### src/rtl/cdb_pkg.sv
// rtl/cdb_pkg.sv - shared CDB widths, invalid-tag constant and result entry type.
package cdb_pkg;

  localparam int CDB_NUM_REQ = 4;
  localparam int CDB_DATA_W  = 32;
  localparam int CDB_TAG_W   = 5;

  // ROB tags start at 1; tag 0 marks "no result" everywhere on the CDB.
  localparam logic [CDB_TAG_W-1:0] TAG_INVALID = CDB_TAG_W'(0);

  typedef struct packed {
    logic [CDB_TAG_W-1:0]  tag;
    logic [CDB_DATA_W-1:0] data;
    logic                  rd;
  } cdb_entry_t;

endpackage

### src/rtl/cdb_arbiter_if.sv
// rtl/cdb_arbiter_if.sv - execution-unit result handshake and CDB broadcast bundle.
interface cdb_arbiter_if
  import cdb_pkg::*;
#(
  parameter int NUM_REQ = CDB_NUM_REQ,
  parameter int DATA_W  = CDB_DATA_W,
  parameter int TAG_W   = CDB_TAG_W
);

  logic [NUM_REQ-1:0]             req_valid;
  logic [NUM_REQ-1:0]             req_ready;
  logic [NUM_REQ-1:0][TAG_W-1:0]  req_tag;
  logic [NUM_REQ-1:0][DATA_W-1:0] req_data;
  logic [NUM_REQ-1:0]             req_rd;

  logic                           wb_valid;
  logic [TAG_W-1:0]               wb_tag;
  logic [DATA_W-1:0]              wb_data;
  logic                           wb_rd;
  logic [NUM_REQ-1:0]             wb_src;

  modport master (
    output req_valid, req_tag, req_data, req_rd,
    input  req_ready,
    input  wb_valid, wb_tag, wb_data, wb_rd, wb_src
  );

  modport slave (
    input  req_valid, req_tag, req_data, req_rd,
    output req_ready,
    output wb_valid, wb_tag, wb_data, wb_rd, wb_src
  );

endinterface

### src/rtl/rr_arbiter.sv
// rtl/rr_arbiter.sv - combinational round-robin pick: first request at or after ptr.
module rr_arbiter #(
  parameter int NUM_REQ = 4,
  parameter int PTR_W   = (NUM_REQ > 1) ? $clog2(NUM_REQ) : 1
) (
  input  logic [NUM_REQ-1:0] req,
  input  logic [PTR_W-1:0]   ptr,
  output logic [NUM_REQ-1:0] grant,
  output logic               any_grant
);

  int               pos;
  logic [PTR_W-1:0] idx;

  always_comb begin
    grant     = '0;
    any_grant = 1'b0;
    pos       = 0;
    idx       = '0;
    for (int i = 0; i < NUM_REQ; i++) begin
      pos = int'(ptr) + i;
      if (pos >= NUM_REQ) pos = pos - NUM_REQ;
      idx = PTR_W'(pos);
      if (!any_grant && req[idx]) begin
        grant[idx] = 1'b1;
        any_grant  = 1'b1;
      end
    end
  end

endmodule

### src/rtl/cdb_arbiter.sv
// rtl/cdb_arbiter.sv - per-unit result buffers, round-robin CDB write-back, flush discard.
// CDB_BYPASS_EN lets a result arriving at an empty buffer go straight onto the CDB.
module cdb_arbiter
  import cdb_pkg::*;
#(
  parameter int NUM_REQ = CDB_NUM_REQ,
  parameter int DATA_W  = CDB_DATA_W,
  parameter int TAG_W   = CDB_TAG_W
) (
  input  logic          clk,
  input  logic          rst,
  input  logic          flush,
  cdb_arbiter_if.slave  bus
);

  localparam int PTR_W = (NUM_REQ > 1) ? $clog2(NUM_REQ) : 1;
  localparam logic [TAG_W-1:0] TAG_NONE = TAG_W'(TAG_INVALID);

  typedef struct packed {
    logic [TAG_W-1:0]  tag;
    logic [DATA_W-1:0] data;
    logic              rd;
  } entry_t;

  entry_t             buf_q [NUM_REQ];
  entry_t             buf_d [NUM_REQ];
  entry_t             in_entry [NUM_REQ];
  logic [NUM_REQ-1:0] buf_valid_q, buf_valid_d;
  logic [PTR_W-1:0]   ptr_q, ptr_d;

  logic               wb_valid_q, wb_valid_d;
  entry_t             wb_q, wb_d;
  logic [NUM_REQ-1:0] wb_src_q, wb_src_d;

  logic [NUM_REQ-1:0] tag_ok, ready, accept, load, cand, grant;
  logic               any_grant;
  logic               do_bcast;
  entry_t             win;

  always_comb begin
    for (int i = 0; i < NUM_REQ; i++) begin
      in_entry[i] = '{tag: bus.req_tag[i], data: bus.req_data[i], rd: bus.req_rd[i]};
      tag_ok[i]   = (bus.req_tag[i] != TAG_NONE);
    end
  end

`ifdef CDB_BYPASS_EN
  // An empty buffer is always ready outside flush, so the input-side candidate
  // is written without req_ready to keep grant out of its own fan-in.
  assign cand = buf_valid_q | (bus.req_valid & tag_ok & ~buf_valid_q & {NUM_REQ{~flush}});
`else
  assign cand = buf_valid_q;
`endif

  rr_arbiter #(
    .NUM_REQ (NUM_REQ),
    .PTR_W   (PTR_W)
  ) u_rr (
    .req       (cand),
    .ptr       (ptr_q),
    .grant     (grant),
    .any_grant (any_grant)
  );

  assign ready         = ~buf_valid_q | grant;
  assign bus.req_ready = ready & {NUM_REQ{~flush}};
  assign accept        = bus.req_valid & bus.req_ready & tag_ok;
  assign do_bcast      = any_grant & ~flush;

`ifdef CDB_BYPASS_EN
  assign load = accept & ~(grant & ~buf_valid_q);
`else
  assign load = accept;
`endif

  always_comb begin
    win   = '0;
    ptr_d = ptr_q;
    for (int i = 0; i < NUM_REQ; i++) begin
      if (grant[i]) begin
        win = buf_valid_q[i] ? buf_q[i] : in_entry[i];
        if (do_bcast) ptr_d = (i == NUM_REQ - 1) ? '0 : PTR_W'(i + 1);
      end
    end
  end

  always_comb begin
    for (int i = 0; i < NUM_REQ; i++) begin
      buf_d[i] = load[i] ? in_entry[i] : buf_q[i];
      if (flush)          buf_valid_d[i] = 1'b0;
      else if (load[i])   buf_valid_d[i] = 1'b1;
      else if (grant[i])  buf_valid_d[i] = 1'b0;
      else                buf_valid_d[i] = buf_valid_q[i];
    end
  end

  // Data and rd keep their last broadcast value while the bus is idle.
  always_comb begin
    wb_valid_d = 1'b0;
    wb_src_d   = '0;
    wb_d       = wb_q;
    wb_d.tag   = TAG_NONE;
    if (do_bcast) begin
      wb_valid_d = 1'b1;
      wb_src_d   = grant;
      wb_d       = win;
    end
  end

  always_ff @(posedge clk or posedge rst) begin
    if (rst) begin
      buf_valid_q <= '0;
      ptr_q       <= '0;
      wb_valid_q  <= 1'b0;
      wb_q        <= '{tag: TAG_NONE, data: '0, rd: 1'b0};
      wb_src_q    <= '0;
    end else begin
      buf_valid_q <= buf_valid_d;
      ptr_q       <= ptr_d;
      wb_valid_q  <= wb_valid_d;
      wb_q        <= wb_d;
      wb_src_q    <= wb_src_d;
    end
  end

  always_ff @(posedge clk) begin
    for (int i = 0; i < NUM_REQ; i++) buf_q[i] <= buf_d[i];
  end

  assign bus.wb_valid = wb_valid_q;
  assign bus.wb_tag   = wb_q.tag;
  assign bus.wb_data  = wb_q.data;
  assign bus.wb_rd    = wb_q.rd;
  assign bus.wb_src   = wb_src_q;

endmodule

### src/flat_wrapper.sv
// flat-port wrapper written by rule: the top's interface ports become plain ports
module cdb_arbiter_flat import cdb_pkg::*;
#(
  parameter int NUM_REQ = CDB_NUM_REQ,
  parameter int DATA_W  = CDB_DATA_W,
  parameter int TAG_W   = CDB_TAG_W
)
  (clk, rst, flush, bus_req_valid, bus_req_tag, bus_req_data, bus_req_rd, bus_req_ready, bus_wb_valid, bus_wb_tag, bus_wb_data, bus_wb_rd, bus_wb_src);
  cdb_arbiter_if #(.NUM_REQ(NUM_REQ), .DATA_W(DATA_W), .TAG_W(TAG_W)) bus_i ();
  input  logic clk;
  input  logic rst;
  input  logic flush;
  input wire logic [$bits(bus_i.req_valid)-1:0] bus_req_valid;
  input wire logic [$bits(bus_i.req_tag)-1:0] bus_req_tag;
  input wire logic [$bits(bus_i.req_data)-1:0] bus_req_data;
  input wire logic [$bits(bus_i.req_rd)-1:0] bus_req_rd;
  output wire logic [$bits(bus_i.req_ready)-1:0] bus_req_ready;
  output wire logic [$bits(bus_i.wb_valid)-1:0] bus_wb_valid;
  output wire logic [$bits(bus_i.wb_tag)-1:0] bus_wb_tag;
  output wire logic [$bits(bus_i.wb_data)-1:0] bus_wb_data;
  output wire logic [$bits(bus_i.wb_rd)-1:0] bus_wb_rd;
  output wire logic [$bits(bus_i.wb_src)-1:0] bus_wb_src;
  assign bus_i.req_valid = bus_req_valid;
  assign bus_i.req_tag = bus_req_tag;
  assign bus_i.req_data = bus_req_data;
  assign bus_i.req_rd = bus_req_rd;
  assign bus_req_ready = bus_i.req_ready;
  assign bus_wb_valid = bus_i.wb_valid;
  assign bus_wb_tag = bus_i.wb_tag;
  assign bus_wb_data = bus_i.wb_data;
  assign bus_wb_rd = bus_i.wb_rd;
  assign bus_wb_src = bus_i.wb_src;
  cdb_arbiter #(.NUM_REQ(NUM_REQ), .DATA_W(DATA_W), .TAG_W(TAG_W)) u_core (.clk(clk), .rst(rst), .flush(flush), .bus(bus_i));
endmodule
### config.mk
export PLATFORM = sky130hd
export DESIGN_NAME = cdb_arbiter_flat
export DESIGN_NICKNAME = d
export VERILOG_FILES = /design/src/rtl/cdb_pkg.sv /design/src/rtl/cdb_arbiter_if.sv /design/src/rtl/rr_arbiter.sv /design/src/rtl/cdb_arbiter.sv /design/src/flat_wrapper.sv
export SDC_FILE = /design/constraint.sdc
export NUM_CORES = 1
export LEC_CHECK = 0
export ABC_AREA = 1
export BUFFER_PORTS_ARGS = -buffer_cell sky130_fd_sc_hd__buf_2
export CAP_MARGIN = 20
export CORE_UTILIZATION = 55
export CTS_CLUSTER_DIAMETER = 150
export DETAILED_ROUTE_END_ITERATION = 10
export MAX_ROUTING_LAYER = met4
export PLACE_DENSITY = 0.91
export SYNTH_ARGS = -nofsm -noshare
export SYNTH_HDL_FRONTEND = slang
export SYNTH_SLANG_ARGS = --single-unit
### constraint.sdc
create_clock -name clk -period 4.44 [get_ports clk]
set_input_delay 0.666 -clock clk [delete_from_list [all_inputs] [get_ports clk]]
set_output_delay 0.666 -clock clk [all_outputs]
set_load 0.02 [all_outputs]
==> results of run 1 <==
-- area by class of cell --
class                           instances  area (sq um)  share of cell area, %
Clock buffer                           36         719.4                  6.012
Antenna cell                            3         7.507                0.06273
Tap cell                              225         281.5                  2.352
Sequential cell                       201          5791                  48.38
Timing Repair Buffer                  222          1211                  10.12
Inverter                               38         142.6                  1.192
Clock inverter                          4         21.27                 0.1777
Multi-Input combinational cell        807          3794                  31.70
-- sequential cells by signal (all words and copies together), names as in the netlist, named ones only --
signal	count
u_core.bus.wb_src	4
u_core.buf_valid_q	4
u_core.bus.wb_data	32
u_core.bus.wb_tag	5
u_core.buf_q	152
u_core.bus.wb_rd	1
u_core.bus.wb_valid	1
-- worst max-delay path by stage --
stage	start	to	slack, ns	depth (start not counted)
global route	flop	bus_req_ready[1]	0.006	14
floorplan	flop	u_core.buf_q[2][0]$_DFFE_PP_	0.43	14
global placement	flop	u_core.buf_q[1][23]$_DFFE_PP_	0.85	14
detailed placement	flop	u_core.buf_q[1][23]$_DFFE_PP_	0.67	14
CTS	flop	bus_req_ready[1]	0.17	14
finish	flop	bus_req_ready[1]	0.30	14
-- report_power, final --
part	total (W)	internal [W]	leakage, nW	switching [W]
logic	0.00389	0.00114	3.31	0.00275
clock network	0.00186	0.00111	0.366	0.000745
registers	0.00253	0.00237	2.04	0.000159
total	0.00827	0.00462	5.72	0.00365
-- metrics by stage --
stage / area [sq um] / total power, W / hold slack [ns] / util (%) / setup WS (ns)
global route: 11960 / 0.008758 / 0.2605 / 68.45 / 0.005556
finish: 11970 / 0.008268 / 0.2282 / 68.48 / 0.2956
detailed placement: 11170 / 0.006341 / 0.4607 / 63.92 / 0.6735
global placement: 11120 / 0.006244 / 0.4609 / 63.65 / 0.8499
CTS: 11910 / 0.008213 / 0.2319 / 68.16 / 0.1741
floorplan: 9978 / 0.005275 / 0.4615 / - / 0.4301
-- routing by layer --
layer  vias up  wire (microns)  track usage [%]
met4         0            1517            16.36
met3        87            2284            4.074
met1      4123           10570            38.25
met2       467           13230            48.93
li1       4059               -                -
met5         -               0                -
-- synth_stat cells, drive strengths merged --
cell / count / share of area (%)
a31oi: 33 / 2.1
ha: 7 / 0.88
clkbuf: 32 / 1.2
nand3: 90 / 4.8
o211ai: 10 / 0.75
o41ai: 1 / 0.088
a21oi: 40 / 2.0
nand2: 547 / 21
nand4: 1 / 0.063
o31ai: 3 / 0.23
o21ai: 9 / 0.45
edfxtp: 152 / 46
mux2: 35 / 3.9
buf: 31 / 1.7
inv: 38 / 1.4
dfrtp: 49 / 12
or2: 5 / 0.31
nor2: 26 / 1.2
-- worst max-delay path: cells and delay by family, from the launching register on --
kind / cells / cell delay (ns)
adders and majority gates: 1 / 0.38
buffers and inverters: 5 / 0.58
DFF: 1 / 0.54
and+or+nand+nor: 8 / 1.44
-- kinds of logic after synthesis --
logic type      synth area share, %
compound gates                5.630
fa+ha+maj                    0.8777
buf+inv                       4.364
flops                         58.03
mux                           3.950
simple gates                  27.15
==> summary.md, run 1 <==
| Metric | Value |
|---|---|
| Leakage | `around 5.7 nW` |
| Std cell rows | `between 40 and 50` |
| RSZ-0062 raised after global routing | `no` |
| Post-CTS sizing | `0` |
| Post-DRT Antenna Nets | `0` |
| Flops & latches, synth | `201` |
| Worst slew margin | `between 40% and 50%` |
| R2R Setup Slk | `~0.76 ns` |
| Fill count | `1,320` |
| CTS tree | `done` |
| Buffers added on ports | `~210` |
| Total GRT Usage | `a little under a third` |
| Post-Syn Area | `between 9000 and 10,000 sq um` |
| Placed insts | `~1,500` |
| Drt wl/cell | `~18 microns` |
| Via count of the routed design | `between 8,000 and 9,000` |
| Commonest non-fill, non-tap cell in the layout | `nand2_1` |
| Worst-Margin Slew | `0.8084 ns` |
| Cell count after synthesis | `around 1,100` |
| Vias in the first global route | `about 8,000` |
| Largest net degree at the start of global routing | `roughly 70` |
| DR vias/cell | `~5.7` |
| Worst min path class | `primary input to asynchronous set/reset pin` |
| Clk sink count | `~200` |
| Yosys warning count | `0` |
| Peak VDD IR | `~0.57 mV` |
| CP max stage delay | `around 0.54 ns` |
| Post-DP HPWL | `roughly 18 mm` |
| Max Fanout on Critical Path | `42` |
| Setup CP Type | `flop to output pin` |
| Die Y | `136.7 microns` |
| DIE WIDTH | `136.7 microns` |
| Grt total ovfl | `0` |
| Initial antenna violation count | `1` |
| DRC errors left | `0` |
| Worst Clk Skew | `~0.015 ns` |
| Initial core utilization | `57.09%` |
| First-pass GRT wire length | `between 40 and 50 mm` |
| Post-CTS Hold Buffers | `0` |
| Crit path time final | `~4.1 ns` |
| R2r endpoint | `u_core.buf_q[1][29]$_DFFE_PP_` |
| Post-CTS Setup Bufs | `0` |
| Iter 0 DRT Violations | `approximately 860` |
| Buffer depth of the longest clock path | `3` |
| CTS H-tree depth | `1` |
| Fraction of layout cells with a size suffix above 1 | `24.54%` |
| Slowest-stage cell, CP | `dfrtp_1` |
| Non-filler cells, final | `approximately 1,500` |
| Nets | `1,458` |
| Worst setup EP type | `output pin` |
| Crit path cell chain | `inv_2 > ha_1 > inv_1 > nand3_1 > nand2_1 > nand2_1 > nor2_4 > nand3_4 > nand2_8 > inv_2 > nand2_1 > nand2_1 > inv_1 > buf_2` |
| Post-Syn Area per Cell | `8.998 sq um` |
| CORE AREA | `~17,000 sq um` |
| Result of the run | `completed` |
| Path depth of the worst reg2reg path | `14` |
| CP required | `3.77 ns` |
| Setup TNS | `0 ns` |
| Ports | `slightly above 200` |
| Register area share after synthesis | `about three fifths` |
| Max-Cap Viols | `0` |
| Die ar. | `18,690 sq um` |
| Gpl congestion | `0.9590` |
| Final period utilization | `between 90% and 100%` |
| # setup viols final | `0` |
| Clk_lat worst skew | `0.51 ns` |
| Syn-to-layout area delta | `19.94%` |
| Syn Nets | `about 1,300` |
| Power per cell area | `slightly below 700 nW/um^2` |
| Most used cell, CP | `nand2_1` |
| Hold Fails Final Rpt | `0` |
| Total CTS buffers | `22` |
| Slew Limit Fails | `0` |
| DRT Pass-1 Iters | `5` |
| Crit path DAT | `around 3.5 ns` |
| Worst-path clk slew | `0.06 ns` |
| Startpoint type of the worst setup path | `flop` |
| Library cells used by synthesis | `30` |
| Final wirelength | `approximately 28 mm` |
| Achievable Freq | `0.2413 GHz` |
| Root Buffer | `clkbuf_16` |
| Most frequent cells in the layout | `540 x nand2_1, 205 x buf_2, 152 x edfxtp_1` |
No activity file was read; power rests on OpenSTA's default activity.
==> run 2, diff against run 1 <==
- CAP_MARGIN: 20 -> unset
- clock period: 4.44 -> 4.4 ns (I/O delays scaled with it)
==> run 2 against run 1 <==
- worst setup slack improved by 0.25 ns
- clock-buffer cell count fell by 4
- utilization fell by 0.42 points
- critical path depth did not move
- sequential share of layout area rose by 0.29 points
- sequential cell count did not move
- largest power group unchanged
- die area did not move
==> summary.md, run 2 (same netlist as run 1, synthesis figures left out) <==
| Metric | Value |
|---|---|
| # setup viols final | `0 (unchanged)` |
| Drt wl/cell | `17.77 microns (-1.1%)` |
| Fill count | `1,358 (+2.9%)` |
| Largest net degree at the start of global routing | `69 (unchanged)` |
| Post-CTS Setup Bufs | `0 (unchanged)` |
| CP Buf/Inv Count | `5 (unchanged)` |
| Worst setup EP type | `output pin` |
| Syn-to-layout area delta | `19.21%` |
| CP top delay family | `simple AND/OR/NAND/NOR gates` |
| Die Y | `136.7 microns (unchanged)` |
| Crit path DAT | `3.19 ns (-0.29 ns)` |
| Buffer depth of the longest clock path | `3 (unchanged)` |
| Clk_lat worst skew | `0.50 ns (about the same)` |
| Clock power frac | `22.6% (+0.2 points)` |
| CTS tree | `done` |
| Peak VDD IR | `0.5466 mV (-4.0%)` |
| Grt total ovfl | `0 (unchanged)` |
| Post-CTS Hold Buffers | `0 (unchanged)` |
| Total GRT Usage | `30.52% (-0.18 points)` |
| Final WS setup | `0.5482 ns (+0.2526 ns)` |
| Number of flip-flops under the largest register name | `152 (unchanged)` |
| Ports | `206 (unchanged)` |
| Power per cell area | `697.3 nW/um^2 (+0.93%)` |
| DIE WIDTH | `136.7 microns (unchanged)` |
| RSZ-0062 raised after global routing | `no` |
| CP max stage delay | `0.55 ns (about the same)` |
| Most frequent cells in the layout | `540 x nand2_1, 205 x buf_2, 152 x edfxtp_1` |
| Int Pwr | `0.004633 W (+0.29%)` |
| Final period utilization | `87.54%` |
| Result of the run | `completed` |
| First-pass GRT wire length | `42.44 mm (+0.41%)` |
| Std cell rows | `48 (unchanged)` |
| Initial core utilization | `57.09% (unchanged)` |
| Switching share of power | `44.15% (about the same)` |
| Hold_sp | `bus_req_data[10]` |
| Slew Limit Fails | `0 (unchanged)` |
| Final wirelength | `27.28 mm (-1.1%)` |
| Clk sink count | `201 (unchanged)` |
| Worst slew margin | `21.40% (-25 points)` |
| Setup CP Type | `flop to output pin` |
| Most flop-heavy register | `u_core.buf_q` |
| Reg power frac | `30.5% (about the same)` |
| Worst-path clk slew | `0.06 ns (about the same)` |
| Nets | `1,457 (-0.069%)` |
| CTS H-tree depth | `1 (unchanged)` |
| Buffers added on ports | `205 (unchanged)` |
| Leakage | `5.689 nW (-0.51%)` |
| Post-DRT Antenna Nets | `0 (unchanged)` |
| Total CTS buffers | `22 (unchanged)` |
| DRT Pass-1 Iters | `6 (+1)` |
| Via count of the routed design | `8,588 (-1.7%)` |
| Max-Cap Viols | `0 (unchanged)` |
| Initial antenna violation count | `2 (+1)` |
| Crit path time final | `~3.9 ns` |
| Startpoint type of the worst setup path | `flop` |
| DR vias/cell | `5.595 (-1.6%)` |
| Slowest-stage cell, CP | `dfrtp_1` |
| Post-CTS sizing | `0 (unchanged)` |
| CORE AREA | `17,480 sq um (unchanged)` |
| DRC errors left | `0 (unchanged)` |
| Vias in the first global route | `8,166 (-0.60%)` |
| Max Fanout on Critical Path | `42 (unchanged)` |
| Worst min path class | `primary input to flop` |
| Hold Fails Final Rpt | `0 (unchanged)` |
| Root Buffer | `clkbuf_16` |
| Setup TNS | `0 ns (unchanged)` |
| Iter 0 DRT Violations | `828 (-3.8%)` |
| Place WS | `0.7668 ns (+0.09322 ns)` |
| Die ar. | `18,690 sq um (unchanged)` |
| Post-DP HPWL | `18.37 mm (+0.22%)` |
| Gpl congestion | `0.9516 (-0.77%)` |
| Fraction of layout cells with a size suffix above 1 | `24.71% (+0.17 points)` |
| Worst Clk Skew | `0.009713 ns (-0.005366 ns)` |
| Net Switching | `0.003662 W (+0.36%)` |
| Comb power frac | `46.9% (about the same)` |
| Commonest non-fill, non-tap cell in the layout | `nand2_1` |
| Worst-Margin Slew | `1.178 ns (+0.3692 ns)` |
| CP required | `3.74 ns (-0.03 ns)` |
| Crit path cell chain | `inv_1 > ha_1 > inv_1 > nand3_1 > nand2_1 > nand3_2 > nor2_1 > nor2_4 > nand2_4 > inv_2 > nand2_1 > nand2_1 > inv_1 > buf_2` |
| Achievable Freq | `~0.26 GHz` |
## run 2: cell count changes in the layout (fill, tap and decap cells not counted), sizes merged
cell and change:
buf -1, bufinv +1, clkbuf -4, clkinv +3, clkinvlp +1, inv -1
## run 2: routing by layer
metal | vias up | part of all wire (%) | GRT usage [%]
li1 | 4061 | - | -
met1 | 3993 | 39 | 38.79
met4 | 0 | 3.8 | 12.47
met2 | 470 | 49 | 49.18
met5 | - | 0 | -
met3 | 64 | 8.3 | 4.444
## run 2: power by group through the flow
stage	clock network [W]	logic [W]	registers, W
after global placement	0	0.00377	0.00255
after CTS	0.00189	0.00388	0.00253
after global routing	0.00195	0.00430	0.00256
after floorplan	0	0.00260	0.00273
after detailed placement	0	0.00384	0.00256
final	0.00187	0.00389	0.00253
## run 2: worst paths after layout
check / end / slack, ns / cells past startpoint
min in group asynchronous: u_core.bus.wb_src[1]$_DFF_PP0_ / 0.45 / 2
min: u_core.buf_q[0][11]$_DFFE_PP_ / 0.34 / 1
max in group asynchronous: u_core.bus.wb_data[23]$_DFFE_PP0P_ / 3.28 / 2
min reg2reg: u_core.bus.wb_data[6]$_DFFE_PP0P_ / 0.47 / 2
max reg2reg: u_core.buf_q[1][25]$_DFFE_PP_ / 0.73 / 14
max: bus_req_ready[1] / 0.55 / 14
## run 2: stage by stage
stage / area [sq um] / hold slack, ns / cells / power (W) / util (%)
finish: 11900 / 0.3448 / 1535 / 0.008295 / 68.06
global route: 11890 / 0.3315 / 1534 / 0.008817 / 68.05
CTS: 11890 / 0.3317 / 1532 / 0.008301 / 68.02
detailed placement: 11150 / 0.4613 / 1492 / 0.006408 / 63.77
global placement: 11150 / 0.4582 / 1492 / 0.006325 / 63.77
floorplan: 9978 / 0.4615 / 1109 / 0.005323 / -
## run 2: area by class of cell
type	instances	area [sq um]	area share [%]
Antenna cell	3	7.507	0.06311
Clock buffer	32	669.4	5.627
Clock inverter	8	72.57	0.6101
Inverter	38	142.6	1.199
Multi-Input combinational cell	807	3785	31.82
Sequential cell	201	5791	48.68
Tap cell	225	281.5	2.367
Timing Repair Buffer	221	1146	9.635
